[src/rtl/ps2_key_tracker.sv]
// PS/2 keyboard frame receiver and key make/break tracker.
// Drives registered nibbles and enables for four hex digit decoders.
module ps2_key_tracker #(
  parameter int unsigned TIMEOUT_CYC = 50000,
  parameter int unsigned CNT_W       = 16
) (
  input  logic       clk,
  input  logic       rst_n,
  input  logic       ps2_clk,
  input  logic       ps2_data,
  output logic [3:0] code_hi,
  output logic [3:0] code_lo,
  output logic       code_en,
  output logic [3:0] cnt_tens,
  output logic [3:0] cnt_ones,
  output logic       frame_err
);

  localparam logic [1:0] StIdle   = 2'd0;
  localparam logic [1:0] StHeld   = 2'd1;
  localparam logic [1:0] StBreakH = 2'd2;
  localparam logic [1:0] StBreakI = 2'd3;

  logic [2:0]       clk_sync_q, dat_sync_q;
  logic [3:0]       bit_cnt_q, bit_cnt_d;
  logic [9:0]       shift_q, shift_d;
  logic [CNT_W-1:0] tmo_q, tmo_d;
  logic [7:0]       byte_q, byte_d;
  logic             byte_valid_q, byte_valid_d;
  logic             frame_err_q, frame_err_d;

  logic [1:0]       state_q, state_d;
  logic [7:0]       code_q, code_d;
  logic             code_en_q, code_en_d;
  logic [3:0]       tens_q, tens_d, ones_q, ones_d;
  logic             fall, bit_in, inc;

  // Older synchronised stage high and newer stage low marks a falling edge.
  assign fall   = clk_sync_q[2] & ~clk_sync_q[1];
  assign bit_in = dat_sync_q[1];

  always_comb begin
    bit_cnt_d    = bit_cnt_q;
    shift_d      = shift_q;
    tmo_d        = tmo_q;
    byte_d       = byte_q;
    byte_valid_d = 1'b0;
    frame_err_d  = frame_err_q;
    if (fall) begin
      tmo_d = '0;
      if (bit_cnt_q == 4'd10) begin
        bit_cnt_d = 4'd0;
        // shift_q holds {parity, data[7:0], start}; bit_in is the stop bit.
        if (!shift_q[0] && bit_in && (^shift_q[9:1])) begin
          byte_valid_d = 1'b1;
          byte_d       = shift_q[8:1];
        end else begin
          frame_err_d = 1'b1;
        end
      end else begin
        shift_d   = {bit_in, shift_q[9:1]};
        bit_cnt_d = bit_cnt_q + 4'd1;
      end
    end else if (bit_cnt_q != 4'd0) begin
      if (tmo_q == CNT_W'(TIMEOUT_CYC)) begin
        bit_cnt_d = 4'd0;
        tmo_d     = '0;
      end else begin
        tmo_d = tmo_q + 1'b1;
      end
    end else begin
      tmo_d = '0;
    end
  end

  always_comb begin
    state_d   = state_q;
    code_d    = code_q;
    code_en_d = code_en_q;
    inc       = 1'b0;
    if (byte_valid_q && byte_q != 8'hE0) begin
      unique case (state_q)
        StIdle: begin
          if (byte_q == 8'hF0) begin
            state_d = StBreakI;
          end else begin
            code_d    = byte_q;
            code_en_d = 1'b1;
            inc       = 1'b1;
            state_d   = StHeld;
          end
        end
        StHeld: begin
          if (byte_q == 8'hF0) begin
            state_d = StBreakH;
          end else if (byte_q != code_q) begin
            code_d = byte_q;
            inc    = 1'b1;
          end
        end
        StBreakH: begin
          if (byte_q == code_q) begin
            code_en_d = 1'b0;
            state_d   = StIdle;
          end else begin
            state_d = StHeld;
          end
        end
        StBreakI: state_d = StIdle;
        default:  state_d = StIdle;
      endcase
    end
  end

  always_comb begin
    tens_d = tens_q;
    ones_d = ones_q;
    if (inc) begin
      if (ones_q == 4'd9) begin
        ones_d = 4'd0;
        tens_d = (tens_q == 4'd9) ? 4'd0 : tens_q + 4'd1;
      end else begin
        ones_d = ones_q + 4'd1;
      end
    end
  end

  always_ff @(posedge clk) begin
    if (!rst_n) begin
      clk_sync_q   <= '0;
      dat_sync_q   <= '0;
      bit_cnt_q    <= '0;
      shift_q      <= '0;
      tmo_q        <= '0;
      byte_q       <= '0;
      byte_valid_q <= 1'b0;
      frame_err_q  <= 1'b0;
      state_q      <= StIdle;
      code_q       <= '0;
      code_en_q    <= 1'b0;
      tens_q       <= '0;
      ones_q       <= '0;
    end else begin
      clk_sync_q   <= {clk_sync_q[1:0], ps2_clk};
      dat_sync_q   <= {dat_sync_q[1:0], ps2_data};
      bit_cnt_q    <= bit_cnt_d;
      shift_q      <= shift_d;
      tmo_q        <= tmo_d;
      byte_q       <= byte_d;
      byte_valid_q <= byte_valid_d;
      frame_err_q  <= frame_err_d;
      state_q      <= state_d;
      code_q       <= code_d;
      code_en_q    <= code_en_d;
      tens_q       <= tens_d;
      ones_q       <= ones_d;
    end
  end

  assign code_hi   = code_q[7:4];
  assign code_lo   = code_q[3:0];
  assign code_en   = code_en_q;
  assign cnt_tens  = tens_q;
  assign cnt_ones  = ones_q;
  assign frame_err = frame_err_q;

endmodule

[config.mk]
export PLATFORM = sky130hd
export DESIGN_NAME = ps2_key_tracker
export DESIGN_NICKNAME = d
export VERILOG_FILES = /design/src/rtl/ps2_key_tracker.sv
export SDC_FILE = /design/constraint.sdc
export NUM_CORES = 1
export LEC_CHECK = 0
export CAP_MARGIN = 15
export CORE_MARGIN = 4
export CORE_UTILIZATION = 40
export DETAILED_ROUTE_END_ITERATION = 16
export PLACE_DENSITY = 0.56
export SLEW_MARGIN = 20
export SYNTH_ARGS = -nofsm -noshare
export SYNTH_HDL_FRONTEND = slang
export SYNTH_SLANG_ARGS = --single-unit
[constraint.sdc]
create_clock -name clk -period 4.1 [get_ports clk]
set_input_delay 0.82 -clock clk [delete_from_list [all_inputs] [get_ports clk]]
set_output_delay 0.82 -clock clk [all_outputs]
set_load 0.02 [all_outputs]
==> flow_results.xml, run 1 <==
<?xml version="1.0" encoding="UTF-8"?>
<metrics>
  <group name="timing">
    <metric name="setup_total_negative_slack" unit="ns">0</metric>
    <metric name="period_needed" unit="ns">2.26</metric>
    <metric name="final.hold.worst_slack" unit="ns">0.437</metric>
    <metric name="post_route_fraction_of_the_period_consumed_by_the_critical_path" unit="%">55.2</metric>
    <metric name="tightest_slew" unit="ns">0.842</metric>
    <metric name="fin_skew" unit="ns">0.0118</metric>
    <metric name="setup_viol_count_final" unit="">0</metric>
    <metric name="worst_slack" unit="ns">1.84</metric>
    <metric name="slew-limit-headroom" unit="%">43.6</metric>
    <metric name="setup_repair_after_global_routing_missed_its_margin" unit="">no</metric>
    <metric name="timing_max_transition_violations_final" unit="">0</metric>
    <metric name="achievable-frequency" unit="MHz">442</metric>
    <metric name="finalHoldViolations" unit="">0</metric>
  </group>
  <group name="logic_synthesis">
    <metric name="post_synth.cell_area_avg" unit="um2">8.84</metric>
    <metric name="postSynthNetCount" unit="">335</metric>
    <metric name="yosysUniqueCellTypes" unit="">46</metric>
    <metric name="synthCells" unit="">326</metric>
    <metric name="synth-seq-area-share" unit="%">44.5</metric>
    <metric name="top_count_cell_post_synth" unit="">sky130_fd_sc_hd__dfxtp_1</metric>
    <metric name="syn-cell-area" unit="um2">2880</metric>
    <metric name="share_of_the_synthesized_area_in_the_top_cell_type" unit="%">44.5</metric>
    <metric name="yosysWarnings" unit="">0</metric>
    <metric name="synth.ff_latch_count" unit="">64</metric>
    <metric name="synth_async_sr_flop_share" unit="%">0</metric>
    <metric name="synth.largest_area_cell" unit="">sky130_fd_sc_hd__dfxtp_1</metric>
    <metric name="yosys-top-cells-area" unit="">sky130_fd_sc_hd__dfxtp_1, sky130_fd_sc_hd__xor2_1, sky130_fd_sc_hd__nor2_1</metric>
    <metric name="synth_ff_type" unit="">sky130_fd_sc_hd__dfxtp_1</metric>
    <metric name="netlist_top_cells_count" unit="">sky130_fd_sc_hd__dfxtp_1, sky130_fd_sc_hd__nor2_1, sky130_fd_sc_hd__nand2_1, sky130_fd_sc_hd__a21oi_1, sky130_fd_sc_hd__xor2_1</metric>
    <metric name="synth-edff-count" unit="">0</metric>
  </group>
  <group name="final_layout">
    <metric name="finish.net_count" unit="">359</metric>
    <metric name="layoutNonFillerInstCount" unit="">450</metric>
    <metric name="n_antenna_cell" unit="">0</metric>
    <metric name="layout.core_utilization" unit="%">49.2</metric>
    <metric name="area.growth.synth_to_final" unit="%">17.9</metric>
    <metric name="final_design_area_no_fill" unit="um2">3400</metric>
    <metric name="final_layout_size_suffix_gt1_share" unit="%">6.78</metric>
  </group>
  <group name="worst_hold_path">
    <metric name="timing.hold.worst.class" unit="">flop to flop</metric>
  </group>
  <group name="outcome">
    <metric name="status" unit="">finished, final reports clean</metric>
  </group>
  <group name="placement">
    <metric name="dp_hpwl" unit="um">3960</metric>
    <metric name="port_buffers" unit="">21</metric>
    <metric name="dpl_worst_slack" unit="ns">1.52</metric>
    <metric name="gp_congestion" unit="">0.811</metric>
    <metric name="area_after_detailed_placement" unit="um2">3190</metric>
    <metric name="place.detailed.instances" unit="">435</metric>
  </group>
  <group name="global_route">
    <metric name="initial_antenna_violation_count" unit="">0</metric>
    <metric name="grt_pass1_vias" unit="">2105</metric>
    <metric name="grt_max_degree" unit="">24</metric>
    <metric name="grt_first_pass_wirelength" unit="um">9890</metric>
    <metric name="grt_util_all_layers" unit="%">14.3</metric>
    <metric name="grt_overflow_total" unit="">0</metric>
  </group>
  <group name="floorplan">
    <metric name="ioPinCount" unit="">22</metric>
    <metric name="num_rows" unit="">30</metric>
    <metric name="start_util" unit="%">41.7</metric>
    <metric name="die_height" unit="um">92.9</metric>
    <metric name="dieArea" unit="um2">8630</metric>
    <metric name="floorplan.core_area" unit="um2">6910</metric>
    <metric name="chipWidth" unit="um">92.9</metric>
  </group>
  <group name="clock_network">
    <metric name="cts_post_setup_buffers_inserted" unit="">0</metric>
    <metric name="ctsRootBufferMaster" unit="">sky130_fd_sc_hd__clkbuf_8</metric>
    <metric name="cts.clk_slew.worst_paths" unit="ns">0.07</metric>
    <metric name="cts_stage_hold_buffer_count" unit="">0</metric>
    <metric name="postCtsResizedCells" unit="">0</metric>
    <metric name="cts_inserted_buffers" unit="">9</metric>
    <metric name="cts_htree_levels" unit="">3</metric>
    <metric name="clock_latency" unit="ns">0.34</metric>
    <metric name="worst_case_clock_buffer_depth" unit="">2</metric>
    <metric name="tritoncts" unit="">built</metric>
    <metric name="tritoncts_num_sinks" unit="">64</metric>
  </group>
  <group name="detailed_routing">
    <metric name="route.detailed.drc" unit="">0</metric>
    <metric name="dr.pass1.iters" unit="">4</metric>
    <metric name="drt.antenna.violating_nets" unit="">0</metric>
    <metric name="drt-initial-drc-count" unit="">88</metric>
    <metric name="vias_per_cell" unit="">5.06</metric>
    <metric name="totalWireLength" unit="um">5660</metric>
    <metric name="dr_total_vias" unit="">2279</metric>
    <metric name="routed_wire_length_per_instance" unit="um">12.6</metric>
  </group>
  <group name="critical_path">
    <metric name="worst-endpoint-required" unit="ns">3.28</metric>
    <metric name="path_cells" unit="">clkdlybuf4s50_1</metric>
    <metric name="crit_path_end_kind" unit="">output port</metric>
    <metric name="crit_path_max_incr_delay" unit="ns">0.65</metric>
    <metric name="crit_arrival" unit="ns">1.44</metric>
    <metric name="path_buf_inv" unit="">1</metric>
    <metric name="worst_setup_path_start_kind" unit="">flop</metric>
    <metric name="cp_slowest_cell" unit="">sky130_fd_sc_hd__clkdlybuf4s50_1</metric>
    <metric name="worst_path_dominant_cell_family" unit="">buffers and inverters</metric>
    <metric name="critical_path_class" unit="">flop to output port</metric>
    <metric name="max_fanout_on_critical_path" unit="">7</metric>
  </group>
  <group name="pwr">
    <metric name="leakage" unit="nW">1.21</metric>
    <metric name="power_density_of_the_placed_cells" unit="nW/um2">355</metric>
    <metric name="design_power_total" unit="mW">1.20</metric>
    <metric name="ir_drop" unit="mV">0.155</metric>
  </group>
  <group name="run">
    <metric name="drv_cap" unit="">0</metric>
  </group>
</metrics>
==> layout by cell type (no fill, tap or decap), types with 9 or more instances in the layout <==
cell type	instances
sky130_fd_sc_hd__a21oi_1	24
sky130_fd_sc_hd__clkbuf_8	12
sky130_fd_sc_hd__clkdlybuf4s50_1	21
sky130_fd_sc_hd__dfxtp_1	64
sky130_fd_sc_hd__inv_1	11
sky130_fd_sc_hd__mux2i_1	11
sky130_fd_sc_hd__nand2_1	37
sky130_fd_sc_hd__nand4_1	11
sky130_fd_sc_hd__nor2_1	38
sky130_fd_sc_hd__o31ai_1	9
sky130_fd_sc_hd__xnor2_1	9
sky130_fd_sc_hd__xor2_1	17
==> power by group <==
group / leakage, nW / total [mW] / switching (mW) / internal, mW
Sequential: 0.516 / 0.626 / 0.00180 / 0.624
Clock: 0.108 / 0.555 / 0.230 / 0.325
Combinational: 0.583 / 0.0235 / 0.0160 / 0.00755
Total: 1.21 / 1.20 / 0.248 / 0.957
==> cell type report <==
type                       instances  area (um2)
sequential                        64        1280
timing repair buffer              24         233
multi-input combinational        239        1510
clock inverter                     3        40.0
clock buffer                      12         165
fill                             684        3510
tap                               96         120
inverter                          12        45.0
==> layer usage <==
metal,global-route usage [%],vias up,share of wire (%)
met2,21.5,27,43
li1,-,1182,-
met1,19.2,1060,52
met5,0,-,0
met3,3.09,10,3.3
met4,7.33,0,2.3
==> worst paths after layout <==
| path | from | to | slack [ns] | cells after the start |
|---|---|---|---|---|
| hold / removal | dat_sync_q[0]$_SDFF_PN0_ | dat_sync_q[1]$_SDFF_PN0_ | 0.44 | 1 |
| setup reg to reg | tmo_q[0]$_SDFF_PP0_ | tmo_q[13]$_SDFF_PP0_ | 2.11 | 6 |
| hold reg to reg | dat_sync_q[0]$_SDFF_PN0_ | dat_sync_q[1]$_SDFF_PN0_ | 0.44 | 1 |
| setup / recovery | cnt_ones[0]$_SDFFE_PN0P_ | cnt_ones[0] | 1.84 | 1 |
==> flip-flops by register name, summed over array words and instances, names as in the netlist <==
name	count
tmo_q	16
shift_q	10
byte_q	8
code_q	8
bit_cnt_q	4
cnt_ones	4
cnt_tens	4
clk_sync_q	3
dat_sync_q	2
state_q	2
byte_valid_q	1
code_en	1
frame_err	1
==> logic make-up (layout without fill, tap and decap cells) <==
kind of cell,after synthesis,count (layout),synth area share (%)
AO/OA/AOI/OAI,58,58,12.5
XOR/XNOR,30,30,10.8
adder cells (fa/ha/maj),5,5,2.17
buffers and inverters,23,51,3.04
flip-flops,64,64,44.5
multiplexers,11,11,3.82
AND/OR/NAND/NOR,135,135,23.2
(Power assumes the default switching activity.)
==> run 2: changes to the inputs <==
PLACE_DENSITY = 0.58   (was 0.56)
clock period = 1.95 ns   (was 4.1 ns; I/O delays follow)
==> flow_results.xml, run 2 (synthesis gave the netlist of run 1 again) <==
<?xml version="1.0" encoding="UTF-8"?>
<metrics>
  <group name="clock_network">
    <metric name="worst_case_clock_buffer_depth" unit="">2</metric>
    <metric name="ctsRootBufferMaster" unit="">sky130_fd_sc_hd__clkbuf_8</metric>
    <metric name="cts.clk_slew.worst_paths" unit="ns">0.07</metric>
    <metric name="cts_inserted_buffers" unit="">9</metric>
    <metric name="tritoncts_num_sinks" unit="">64</metric>
    <metric name="tritoncts" unit="">built</metric>
    <metric name="clock_latency" unit="ns">0.34</metric>
    <metric name="cts_htree_levels" unit="">3</metric>
  </group>
  <group name="detailed_routing">
    <metric name="vias_per_cell" unit="">4.95</metric>
    <metric name="totalWireLength" unit="um">5750</metric>
    <metric name="dr.pass1.iters" unit="">6</metric>
    <metric name="route.detailed.drc" unit="">0</metric>
    <metric name="drt-initial-drc-count" unit="">67</metric>
    <metric name="drt.antenna.violating_nets" unit="">0</metric>
    <metric name="dr_total_vias" unit="">2276</metric>
    <metric name="routed_wire_length_per_instance" unit="um">12.5</metric>
  </group>
  <group name="global_route">
    <metric name="grt_overflow_total" unit="">0</metric>
    <metric name="initial_antenna_violation_count" unit="">0</metric>
    <metric name="grt_util_all_layers" unit="%">15.1</metric>
    <metric name="grt_pass1_vias" unit="">2219</metric>
    <metric name="grt_first_pass_wirelength" unit="um">10400</metric>
    <metric name="grt_max_degree" unit="">17</metric>
  </group>
  <group name="timing">
    <metric name="tightest_slew" unit="ns">0.586</metric>
    <metric name="achievable-frequency" unit="MHz">547</metric>
    <metric name="worst_slack" unit="ns">0.120</metric>
    <metric name="timing_max_transition_violations_final" unit="">0</metric>
    <metric name="setup_viol_count_final" unit="">0</metric>
    <metric name="finalHoldViolations" unit="">0</metric>
    <metric name="post_route_fraction_of_the_period_consumed_by_the_critical_path" unit="%">93.8</metric>
    <metric name="fin_skew" unit="ns">0.0108</metric>
    <metric name="slew-limit-headroom" unit="%">60.4</metric>
    <metric name="period_needed" unit="ns">1.83</metric>
  </group>
  <group name="final_layout">
    <metric name="final_design_area_no_fill" unit="um2">3490</metric>
    <metric name="layout.core_utilization" unit="%">50.5</metric>
    <metric name="area.growth.synth_to_final" unit="%">21.1</metric>
    <metric name="largestRegisters" unit="">tmo_q: 16 flops, shift_q: 10 flops</metric>
    <metric name="n_antenna_cell" unit="">0</metric>
    <metric name="layout.cells.most_common" unit="">sky130_fd_sc_hd__dfxtp_1</metric>
    <metric name="largest_register_ffs" unit="">16</metric>
    <metric name="mostFrequentLayoutCells" unit="">sky130_fd_sc_hd__dfxtp_1, sky130_fd_sc_hd__nor2_1, sky130_fd_sc_hd__nand2_1</metric>
    <metric name="regMostFlops" unit="">tmo_q</metric>
    <metric name="finish.net_count" unit="">368</metric>
    <metric name="final_layout_size_suffix_gt1_share" unit="%">9.07</metric>
  </group>
  <group name="critical_path">
    <metric name="max_fanout_on_critical_path" unit="">7</metric>
    <metric name="critPathCapture" unit="">cnt_ones[0]</metric>
    <metric name="rr_worst_depth" unit="">5</metric>
    <metric name="crit_arrival" unit="ns">1.44</metric>
    <metric name="worst_path_dominant_cell_family" unit="">buffers and inverters</metric>
    <metric name="cp_slowest_cell" unit="">sky130_fd_sc_hd__clkdlybuf4s50_1</metric>
    <metric name="crit_path_max_incr_delay" unit="ns">0.65</metric>
    <metric name="worst-endpoint-required" unit="ns">1.56</metric>
    <metric name="r2r_setup_slack" unit="ns">0.15</metric>
    <metric name="timing.rr.end" unit="">state_q[0]$_SDFFE_PN0P_</metric>
    <metric name="worst_setup_path_start_kind" unit="">flop</metric>
    <metric name="crit_path_end_kind" unit="">output port</metric>
    <metric name="path_cells" unit="">clkdlybuf4s50_1</metric>
    <metric name="critical_path_class" unit="">flop to output port</metric>
    <metric name="worst_r2r_startpoint" unit="">byte_q[0]$_SDFFE_PN0P_</metric>
    <metric name="path_buf_inv" unit="">1</metric>
    <metric name="worst_setup_path_startpoint" unit="">cnt_ones[0]$_SDFFE_PN0P_</metric>
    <metric name="cp_depth" unit="">1</metric>
  </group>
  <group name="floorplan">
    <metric name="floorplan.core_area" unit="um2">6910</metric>
    <metric name="ioPinCount" unit="">22</metric>
    <metric name="dieArea" unit="um2">8630</metric>
    <metric name="start_util" unit="%">41.7</metric>
    <metric name="chipWidth" unit="um">92.9</metric>
    <metric name="num_rows" unit="">30</metric>
    <metric name="die_height" unit="um">92.9</metric>
  </group>
  <group name="pwr">
    <metric name="leakage" unit="nW">1.26</metric>
    <metric name="ir_drop" unit="mV">0.395</metric>
    <metric name="design_power_total" unit="mW">2.60</metric>
    <metric name="power_density_of_the_placed_cells" unit="nW/um2">744</metric>
  </group>
  <group name="worst_hold_path">
    <metric name="timing.hold.worst.class" unit="">flop to flop</metric>
  </group>
  <group name="placement">
    <metric name="gp_congestion" unit="">0.801</metric>
    <metric name="area_after_detailed_placement" unit="um2">3260</metric>
    <metric name="dpl_worst_slack" unit="ns">0.109</metric>
    <metric name="port_buffers" unit="">21</metric>
    <metric name="dp_hpwl" unit="um">4150</metric>
  </group>
  <group name="run">
    <metric name="drv_cap" unit="">0</metric>
  </group>
  <group name="outcome">
    <metric name="status" unit="">finished, final reports clean</metric>
  </group>
</metrics>
==> run 2: cell types whose count changed in the layout (fill, tap and decap cells not counted), sizes merged <==
cell	delta
buf	+9
clkinv	-1
clkbuf	+2
==> run 2: where the power goes <==
| group | switching, mW | internal (mW) | total [mW] |
|---|---|---|---|
| registers | 0.00337 | 1.31 | 1.32 |
| clock network | 0.493 | 0.729 | 1.22 |
| logic | 0.0366 | 0.0210 | 0.0575 |
==> run 2: final cells by class <==
cell class	count	area, um2
Clock inverter	2	35.0
Multi-Input combinational cell	239	1520
Clock buffer	14	183
Sequential cell	64	1280
Tap cell	96	120
Timing Repair Buffer	33	300
Fill cell	678	3420
Inverter	12	45.0
==> run 2: how the worst min path moves through the flow <==
| stage | startpoint | end | slack [ns] | cells after the start |
|---|---|---|---|---|
| finish | dat_sync_q[0]$_SDFF_PN0_ | dat_sync_q[1]$_SDFF_PN0_ | 0.44 | 1 |
| global route | dat_sync_q[0]$_SDFF_PN0_ | dat_sync_q[1]$_SDFF_PN0_ | 0.47 | 1 |
| CTS | dat_sync_q[0]$_SDFF_PN0_ | dat_sync_q[1]$_SDFF_PN0_ | 0.44 | 1 |
| detailed placement | dat_sync_q[0]$_SDFF_PN0_ | dat_sync_q[1]$_SDFF_PN0_ | 0.42 | 1 |
| global placement | dat_sync_q[0]$_SDFF_PN0_ | dat_sync_q[1]$_SDFF_PN0_ | 0.42 | 1 |
| floorplan | clk_sync_q[0]$_SDFF_PN0_ | clk_sync_q[1]$_SDFF_PN0_ | 0.41 | 1 |
==> run 2: timing repair <==
item	CTS	global route
gates resized for setup	0	1
setup buffers	0	0
hold buffers	0	0
endpoints found under the setup margin	0	4
==> run 2: per-stage QoR <==
stage | cells | setup TNS, ns | hold WS (ns)
2_1_floorplan | 326 | 0 | 0.412
3_3_place_gp | 444 | 0 | 0.417
3_5_place_dp | 444 | 0 | 0.422
4_1_cts | 460 | 0 | 0.440
5_1_grt | 460 | -0.00255 | 0.466
6_report | 460 | 0 | 0.438
==> run 2: routing by layer <==
metal,GRT usage [%],wire length [um]
met4,6.96,104
met5,0,0
met3,3.25,172
met2,22.4,2500
met1,20.7,2980
==> run 3: changes to the inputs <==
==> constraint.sdc (replaced) <==
create_clock -name clk -period 1.95 [get_ports clk]
set_input_delay 0.39 -clock clk [delete_from_list [all_inputs] [get_ports clk]]
set_output_delay 0.39 -clock clk [all_outputs]
set_load 0.05 [all_outputs]
==> flow_results.xml, run 3 (synthesis gave the netlist of run 1 again) <==
<?xml version="1.0" encoding="UTF-8"?>
<metrics>
  <group name="clock_network">
    <metric name="worst_case_clock_buffer_depth" unit="">2</metric>
    <metric name="clock_latency" unit="ns">0.35</metric>
    <metric name="cts_stage_hold_buffer_count" unit="">0</metric>
    <metric name="cts_inserted_buffers" unit="">9</metric>
    <metric name="cts.clk_slew.worst_paths" unit="ns">0.07</metric>
    <metric name="tritoncts_num_sinks" unit="">64</metric>
    <metric name="cts_post_setup_buffers_inserted" unit="">0</metric>
    <metric name="tritoncts" unit="">built</metric>
    <metric name="ctsRootBufferMaster" unit="">sky130_fd_sc_hd__clkbuf_8</metric>
    <metric name="cts_htree_levels" unit="">3</metric>
  </group>
  <group name="global_route">
    <metric name="grt_max_degree" unit="">37</metric>
    <metric name="grt_overflow_total" unit="">0</metric>
    <metric name="grt_pass1_vias" unit="">2184</metric>
    <metric name="initial_antenna_violation_count" unit="">0</metric>
    <metric name="grt_first_pass_wirelength" unit="um">10100</metric>
    <metric name="grt_util_all_layers" unit="%">14.7</metric>
  </group>
  <group name="detailed_routing">
    <metric name="met1_length" unit="um">2990</metric>
    <metric name="dr_total_vias" unit="">2291</metric>
    <metric name="drt-initial-drc-count" unit="">111</metric>
    <metric name="routed_wire_length_on_met2" unit="um">2460</metric>
    <metric name="totalWireLength" unit="um">5810</metric>
    <metric name="routed.top_layer" unit="">met4</metric>
    <metric name="drt.antenna.violating_nets" unit="">0</metric>
    <metric name="routed_wire_length_per_instance" unit="um">12.7</metric>
    <metric name="routed-wl-met3" unit="um">227</metric>
    <metric name="dr.pass1.iters" unit="">4</metric>
    <metric name="vias_per_cell" unit="">4.99</metric>
    <metric name="route.detailed.drc" unit="">0</metric>
  </group>
  <group name="final_layout">
    <metric name="multi_input_comb_area" unit="um2">1520</metric>
    <metric name="area.growth.synth_to_final" unit="%">20.6</metric>
    <metric name="largest_register_ffs" unit="">16</metric>
    <metric name="finish.net_count" unit="">367</metric>
    <metric name="layout.cells.most_common" unit="">sky130_fd_sc_hd__dfxtp_1</metric>
    <metric name="ff_latch_area" unit="um2">1280</metric>
    <metric name="final_layout_size_suffix_gt1_share" unit="%">9.92</metric>
    <metric name="regMostFlops" unit="">tmo_q</metric>
    <metric name="final_design_area_no_fill" unit="um2">3470</metric>
    <metric name="largestRegisters" unit="">tmo_q: 16 flops, shift_q: 10 flops</metric>
    <metric name="mostFrequentLayoutCells" unit="">sky130_fd_sc_hd__dfxtp_1, sky130_fd_sc_hd__nor2_1, sky130_fd_sc_hd__nand2_1</metric>
    <metric name="layout.core_utilization" unit="%">50.3</metric>
    <metric name="fillerInstances" unit="">694</metric>
    <metric name="n_antenna_cell" unit="">0</metric>
  </group>
  <group name="critical_path">
    <metric name="worst_path_dominant_cell_family" unit="">buffers and inverters</metric>
    <metric name="rr_worst_depth" unit="">5</metric>
    <metric name="cp_slowest_cell" unit="">sky130_fd_sc_hd__clkdlybuf4s50_1</metric>
    <metric name="max_fanout_on_critical_path" unit="">2</metric>
    <metric name="timing.rr.end" unit="">byte_q[4]$_SDFFE_PN0P_</metric>
    <metric name="crit_path_end_kind" unit="">output port</metric>
    <metric name="path_cells" unit="">clkdlybuf4s50_1</metric>
    <metric name="crit_path_max_incr_delay" unit="ns">0.80</metric>
    <metric name="worst_setup_path_start_kind" unit="">flop</metric>
    <metric name="path_buf_inv" unit="">1</metric>
    <metric name="worst-endpoint-required" unit="ns">1.56</metric>
    <metric name="crit_arrival" unit="ns">1.47</metric>
    <metric name="worst_r2r_startpoint" unit="">shift_q[3]$_SDFFE_PN0P_</metric>
    <metric name="critical_path_class" unit="">flop to output port</metric>
    <metric name="r2r_setup_slack" unit="ns">0.16</metric>
  </group>
  <group name="floorplan">
    <metric name="num_rows" unit="">30</metric>
    <metric name="dieArea" unit="um2">8630</metric>
    <metric name="floorplan.core_area" unit="um2">6910</metric>
    <metric name="start_util" unit="%">41.7</metric>
    <metric name="ioPinCount" unit="">22</metric>
    <metric name="chipWidth" unit="um">92.9</metric>
    <metric name="die_height" unit="um">92.9</metric>
  </group>
  <group name="pwr">
    <metric name="power_density_of_the_placed_cells" unit="nW/um2">730</metric>
    <metric name="leakage" unit="nW">1.41</metric>
    <metric name="design_power_total" unit="mW">2.53</metric>
    <metric name="ir_drop" unit="mV">0.363</metric>
  </group>
  <group name="timing">
    <metric name="finalHoldViolations" unit="">0</metric>
    <metric name="setup_viol_count_final" unit="">0</metric>
    <metric name="post_route_fraction_of_the_period_consumed_by_the_critical_path" unit="%">95.4</metric>
    <metric name="period_needed" unit="ns">1.86</metric>
    <metric name="slew-limit-headroom" unit="%">62.1</metric>
    <metric name="setup_repair_after_global_routing_missed_its_margin" unit="">no</metric>
    <metric name="timing_max_transition_violations_final" unit="">0</metric>
    <metric name="achievable-frequency" unit="MHz">538</metric>
    <metric name="setup_total_negative_slack" unit="ns">0</metric>
    <metric name="fin_skew" unit="ns">0.0100</metric>
    <metric name="tightest_slew" unit="ns">0.560</metric>
  </group>
  <group name="run">
    <metric name="drv_cap" unit="">0</metric>
  </group>
  <group name="worst_hold_path">
    <metric name="timing.hold.worst.class" unit="">flop to flop</metric>
    <metric name="whs_endpoint" unit="">dat_sync_q[1]$_SDFF_PN0_</metric>
    <metric name="timing.hold.worst_path_depth" unit="">1</metric>
    <metric name="hold_path_startpoint" unit="">dat_sync_q[0]$_SDFF_PN0_</metric>
  </group>
  <group name="placement">
    <metric name="gp_congestion" unit="">0.802</metric>
    <metric name="dp_hpwl" unit="um">4010</metric>
    <metric name="area_after_detailed_placement" unit="um2">3250</metric>
    <metric name="port_buffers" unit="">21</metric>
  </group>
  <group name="outcome">
    <metric name="status" unit="">finished, final reports clean</metric>
  </group>
</metrics>
## run 3: timing repair
action	in CTS	in global routing
endpoints found under the setup margin	4	14
cloned	0	0
pin swaps	0	0
resized for setup	4	8
## run 3: cell type report
class                   instances  share of cell area, %
multi-input cells             239                   43.9
flip-flops and latches         64                   36.9
repair buffers                 32                   8.79
clock buffers                  13                   4.57
well taps                      96                   3.46
inverters                      12                   1.30
clock inverters                 3                   1.15
## run 3: power breakdown
| group | switching, mW | total [mW] | internal, mW |
|---|---|---|---|
| Combinational | 0.0367 | 0.0578 | 0.0212 |
| Sequential | 0.00370 | 1.32 | 1.31 |
| Clock | 0.503 | 1.16 | 0.657 |
## run 3: routing by layer
| metal | vias up | global-route usage, % |
|---|---|---|
| met1 | 1050 | 19.5 |
| met3 | 14 | 4.14 |
| met4 | 0 | 6.96 |
| met5 | - | 0 |
| met2 | 29 | 22.0 |
| li1 | 1198 | - |
## run 3: through the flow
step | setup slack (ns) | instances | hold slack, ns
floorplan | 0.0196 | 326 | 0.412
global placement | 0.121 | 443 | 0.415
detailed placement | 0.106 | 443 | 0.419
CTS | 0.00103 | 459 | 0.434
global route | 0.0112 | 459 | 0.470
finish | 0.0901 | 459 | 0.436
## run 3: how the worst max path moves through the flow
| stage | start | end | slack, ns | cells after the start |
|---|---|---|---|---|
| 3_3_place_gp | shift_q[3]$_SDFFE_PN0P_ | frame_err$_SDFFE_PN0P_ | 0.12 | 5 |
| 5_1_grt | shift_q[3]$_SDFFE_PN0P_ | byte_q[0]$_SDFFE_PN0P_ | 0.01 | 5 |
| 4_1_cts | cnt_tens[0]$_SDFFE_PN0P_ | cnt_tens[0] | 0.001 | 1 |
| 3_5_place_dp | shift_q[3]$_SDFFE_PN0P_ | frame_err$_SDFFE_PN0P_ | 0.11 | 5 |
| 6_report | code_en$_SDFFE_PN0P_ | code_en | 0.09 | 1 |
| 2_1_floorplan | code_q[6]$_SDFFE_PN0P_ | cnt_ones[3]$_SDFFE_PN0P_ | 0.02 | 6 |
